[src/rtl/wb_stage_grf.sv]
// wb_stage_grf: MIPS writeback stage with the 32x32 general register file.
// Define GRF_BYPASS_EN to forward the pending write straight to both read ports.
module wb_stage_grf #(
    parameter int          NREG      = 32,
    parameter logic [31:0] RESET_PC8 = 32'h0000_0000
) (
    input  logic        clk,
    input  logic        reset,
    input  logic [31:0] ir_w,
    input  logic [31:0] pc8_w,
    input  logic [31:0] ao_w,
    input  logic [31:0] dr_w,
    input  logic [31:0] hi_w,
    input  logic [31:0] lo_w,
    input  logic [4:0]  rs_addr,
    input  logic [4:0]  rt_addr,
    output logic [31:0] rs_data,
    output logic [31:0] rt_data,
    output logic        wb_en,
    output logic [4:0]  wb_addr,
    output logic [31:0] wb_data,
    output logic [31:0] retire_cnt
);

    typedef enum logic [2:0] {
        SRC_AO, SRC_PC8, SRC_HI, SRC_LO, SRC_MEM
    } src_e;

    logic [5:0]  op;
    logic [5:0]  fn;
    logic        wr;
    logic [4:0]  dst;
    src_e        src;
    logic [7:0]  ld_b;
    logic [15:0] ld_h;
    logic [31:0] mem_data;
    logic [31:0] rf_q [NREG];
    logic [31:0] retire_q;
    logic [31:0] retire_d;
    logic [31:0] rs_raw;
    logic [31:0] rt_raw;
    logic        unused_ok;

    assign op = ir_w[31:26];
    assign fn = ir_w[5:0];

    // RESET_PC8 is kept only so traces line up with the fetch side.
    assign unused_ok = ^RESET_PC8;

    always_comb begin
        wr  = 1'b0;
        dst = ir_w[15:11];
        src = SRC_AO;
        unique case (op)
            6'h00: begin
                unique case (fn)
                    6'h21, 6'h23, 6'h24, 6'h25, 6'h26, 6'h27,
                    6'h2a, 6'h2b, 6'h00, 6'h02, 6'h03, 6'h04,
                    6'h06, 6'h07: wr = 1'b1;
                    6'h10: begin wr = 1'b1; src = SRC_HI;  end
                    6'h12: begin wr = 1'b1; src = SRC_LO;  end
                    6'h09: begin wr = 1'b1; src = SRC_PC8; end
                    default: wr = 1'b0;
                endcase
            end
            6'h08, 6'h09, 6'h0a, 6'h0b,
            6'h0c, 6'h0d, 6'h0e, 6'h0f: begin
                wr  = 1'b1;
                dst = ir_w[20:16];
            end
            6'h03: begin
                wr  = 1'b1;
                dst = 5'd31;
                src = SRC_PC8;
            end
            6'h20, 6'h21, 6'h23, 6'h24, 6'h25: begin
                wr  = 1'b1;
                dst = ir_w[20:16];
                src = SRC_MEM;
            end
            default: wr = 1'b0;
        endcase
    end

    assign ld_b = dr_w[{ao_w[1:0], 3'b000} +: 8];
    assign ld_h = ao_w[1] ? dr_w[31:16] : dr_w[15:0];

    always_comb begin
        mem_data = dr_w;
        unique case (op)
            6'h20:   mem_data = {{24{ld_b[7]}}, ld_b};
            6'h24:   mem_data = {24'h0, ld_b};
            6'h21:   mem_data = {{16{ld_h[15]}}, ld_h};
            6'h25:   mem_data = {16'h0, ld_h};
            default: mem_data = dr_w;
        endcase
    end

    always_comb begin
        wb_data = ao_w;
        unique case (src)
            SRC_PC8: wb_data = pc8_w;
            SRC_HI:  wb_data = hi_w;
            SRC_LO:  wb_data = lo_w;
            SRC_MEM: wb_data = mem_data;
            default: wb_data = ao_w;
        endcase
    end

    assign wb_addr  = dst;
    assign wb_en    = wr && (dst != 5'd0);
    assign retire_d = (ir_w != 32'h0) ? retire_q + 32'd1 : retire_q;

    always_ff @(posedge clk) begin
        if (reset) begin
            for (int i = 0; i < NREG; i++) begin
                rf_q[i] <= 32'h0;
            end
            retire_q <= 32'h0;
        end else begin
            if (wb_en) begin
                rf_q[wb_addr] <= wb_data;
            end
            retire_q <= retire_d;
        end
    end

    assign rs_raw = (rs_addr == 5'd0) ? 32'h0 : rf_q[rs_addr];
    assign rt_raw = (rt_addr == 5'd0) ? 32'h0 : rf_q[rt_addr];

`ifdef GRF_BYPASS_EN
    // wb_en is already false for $0, so $0 can never be forwarded.
    assign rs_data = (wb_en && rs_addr == wb_addr) ? wb_data : rs_raw;
    assign rt_data = (wb_en && rt_addr == wb_addr) ? wb_data : rt_raw;
`else
    assign rs_data = rs_raw;
    assign rt_data = rt_raw;
`endif

    assign retire_cnt = retire_q;

endmodule

[config.mk]
export PLATFORM = sky130hd
export DESIGN_NAME = wb_stage_grf
export DESIGN_NICKNAME = d
export VERILOG_FILES = /design/src/rtl/wb_stage_grf.sv
export SDC_FILE = /design/constraint.sdc
export NUM_CORES = 2
export LEC_CHECK = 0
export BUFFER_PORTS_ARGS = -buffer_cell sky130_fd_sc_hd__buf_4
export CAP_MARGIN = 10
export CORE_ASPECT_RATIO = 1.75
export CORE_MARGIN = 2
export CORE_UTILIZATION = 50
export CTS_BUF_LIST = sky130_fd_sc_hd__clkbuf_4 sky130_fd_sc_hd__clkbuf_8
export DETAILED_ROUTE_END_ITERATION = 10
export PLACE_DENSITY = 0.7
export SYNTH_ARGS = -nofsm -noshare
export SYNTH_HDL_FRONTEND = slang
export SYNTH_SLANG_ARGS = --single-unit
[constraint.sdc]
create_clock -name clk -period 4.1 [get_ports clk]
set_clock_uncertainty 0.15 [all_clocks]
set_input_delay 0.82 -clock clk [delete_from_list [all_inputs] [get_ports clk]]
set_output_delay 0.82 -clock clk [all_outputs]
set_load 0.01 [all_outputs]
==> reports/results.txt <==
First-pass DRT Iterations: 6
Hold Path Class: input pin to flip-flop
Post-route setup slack: 0.0773 ns
Met2 Usage GRT: 0.595
Critical path endpoint: rt_data[19]
Synthesis-to-layout area growth: 17.2%
Height of the die: 445 um
Post-synth top flop: edfxtp_1
Clk_lat worst skew: 0.86 ns
CTS buffer count: 150
Sw frac: 0.264
Routing usage on met1: 0.374
Layout Nets: 4462
Die width: 256 um
Peak-usage layer in the global routing report: met2
DP Worst Slack: -0.159 ns
Pint: 0.0183 W
FMAX: 0.249 GHz
Number of global-route vias before repair: 41100
Hold Slack: 0.315 ns
Max Buffers Root-to-Sink: 3
DR iter-0 viols: 4970
Period minus WS final: 4.02 ns
GPL Wtd Cong: 0.985
Total gr overflow: 0
Critical path data required time: 3.13 ns
Initial antenna violation count: 5
DR vias: 39400
Slowest stage cell, crit path: mux4_2
Share of the synthesized area in the top cell type: 0.552
Clk pwr share: 0.331
Comb pwr share: 0.158
Run status: finished clean
Pwr dens: 380 nW/um2
Syn Std Cell Area: 55700 um2
Flop pwr share: 0.511
Unique cell type count in the Yosys netlist: 73
Global-route wire length before repair: 283000 um
Synthesized area per cell: 14.5 um2
Final setup vio count: 0
Sum Neg Setup Slack: 0 ns
# rows: 162
Crit path capture type: output port
Dpl hpwl: 134000 um
Drt wl/cell: 34.3 um
R2R cell count: 6
Worst r2r src: retire_cnt[5]
Worst path max stage delay: 0.49 ns
Worst-path cell chain: buf_8, buf_12, buf_4, mux4_2, mux4_2, nand2_1, o21ai_0, buf_4, buf_4
Fillers: 8624
All-Layer GR Usage: 0.354
Setup slack, reg-to-reg: 1.37 ns
Max-slew violations: 0
CP startpoint: rt_addr[0]
Share of async-settable or async-resettable flops after synthesis: 0
Final cell count without fillers: 5850
Residual DRC count: 0
CTS Hold Bufs: 0
Tightest Pin Transition: 0.806 ns
Rel. slew slack: 0.458
Fraction of layout cells with a size suffix above 1: 0.371
R2R Path End: retire_cnt[22]
Cell total after placement: 5581
Period utilization: 0.981
IO buf count: 337
Clock sinks: 1056
Critical path class: input pin to output port
CTS tree: done
Worst Path Max Fanout: 21
Global routing usage on met3: 0.0827
H-tree levels: 4
Drt total wl: 201000 um
Register area share after synthesis: 0.564
EDFF count, synth: 1024
Crit start category: input pin
YS warnings: 0
VDD IR max: 0.000354 V
Core area: 111000 um2
RSZ-0062 raised after global routing: false
Mapped Cells: 3851
Clk slew on worst S/H paths: 0.07 ns
P_sw: 0.00655 W
Starting Density: 0.502
Hold Vio Cnt, Final: 0
Die area: 114000 um2
Top cells by count, synth: nor2_1 (1052), edfxtp_1 (1024), mux4_2 (640)
Most frequent cell after synthesis: nor2_1
Synth area leaders: edfxtp_1 (55%), mux4_2 (26%), nor2_1 (7.1%)
Clock root buffer: clkbuf_8
Via-to-Cell Ratio: 6.73
Area leader, netlist: edfxtp_1
I/O Pins: 338
Seq cells post-synth: 1056
Top cell by count, worst path: buf_4
Largest net degree at the start of global routing: 51
Post-Layout Inst Area: 65200 um2
DRT antenna net count: 0
Max_cap viols: 0
Crit path DAT: 3.05 ns
Placed Instance Area: 62400 um2
Lkg Pwr: 23.3 nW
state kept, by name (all words and copies together) (netlist names):
signal / flops
rf_q: 1024
retire_cnt: 32
layout make-up:
class | instances | area (um2) | share of cell area
Clock buffer | 193 | 2420 | 0.0371
Multi-Input combinational cell | 2319 | 22800 | 0.349
Tap cell | 1476 | 1850 | 0.0283
Sequential cell | 1056 | 31400 | 0.481
Antenna cell | 3 | 7.51 | 0.000115
Inverter | 110 | 413 | 0.00633
Timing Repair Buffer | 620 | 5960 | 0.0913
Clock inverter | 73 | 432 | 0.00662
routing by layer:
| metal | vias to the layer above | wire length, um |
|---|---|---|
| met3 | 956 | 22200 |
| met5 | - | 28 |
| met4 | 4 | 21000 |
| met1 | 19800 | 58000 |
| li1 | 15500 | - |
| met2 | 3134 | 99700 |
cells in the final DEF, fill, tap and decap left out, drive strengths merged, types with 6 or more instances in the layout:
cell / instances
clkinv: 59
nand4: 19
edfxtp: 1024
a2111oi: 8
mux2i: 17
nand2b: 8
inv: 114
conb: 32
nand3b: 15
a211oi: 24
o2bb2ai: 24
mux4: 640
mux2: 28
nor4: 7
xnor2: 27
nor2b: 14
o211ai: 6
buf: 620
dfxtp: 32
clkbuf: 193
nor2: 1052
a31o: 7
a21oi: 45
nor3: 13
o21ai: 75
o221ai: 9
nand2: 150
a221oi: 16
nand3: 38
clkinvlp: 7
power by group through the flow:
stage	Combinational [W]	Clock, W	Sequential (W)
floorplan	0.00222	0	0.0128
global placement	0.00386	0	0.0128
detailed placement	0.00388	0	0.0129
CTS	0.00389	0.00825	0.0127
global route	0.00405	0.00865	0.0127
finish	0.00393	0.00821	0.0127
critical path: cells and delay by family:
family | cells | cell delay [ns]
AND/OR/NAND/NOR | 1 | 0.11
AO/OA/AOI/OAI | 1 | 0.19
multiplexers | 2 | 0.95
buffers and inverters | 5 | 0.95
through the flow:
| stage | util | total power [W] |
|---|---|---|
| after floorplan | - | 0.0150 |
| after global placement | 0.563 | 0.0167 |
| after detailed placement | 0.563 | 0.0168 |
| after CTS | 0.588 | 0.0248 |
| after global routing | 0.588 | 0.0254 |
| final | 0.588 | 0.0248 |
cells by family (layout without fill, tap and decap cells):
logic type	count (synthesis)	after routing	share of synthesized area
buf+inv	507	996	0.0368
compound gates	240	240	0.0301
flops	1056	1056	0.564
mux	685	685	0.268
other cells	1	35	0.0000673
fa+ha+maj	1	1	0.000225
xor+xnor	27	27	0.00425
simple gates	1334	1334	0.0972
repair_timing:
action,in CTS,in global routing
buffers inserted,0,0
setup endpoints to repair,0,1
gates resized for setup,0,1
worst min-delay path by stage:
| stage | from | slack (ns) | cells after the start | to |
|---|---|---|---|---|
| after floorplan | retire_cnt[29] | 0.35 | 2 | retire_cnt[29] |
| after global placement | retire_cnt[1] | 0.36 | 2 | retire_cnt[1] |
| after detailed placement | retire_cnt[31] | 0.36 | 2 | retire_cnt[31] |
| after CTS | reset | 0.25 | 4 | retire_cnt[29] |
| after global routing | reset | 0.29 | 4 | retire_cnt[29] |
| final | reset | 0.31 | 4 | retire_cnt[29] |
Power figures use the tool's default switching activity.
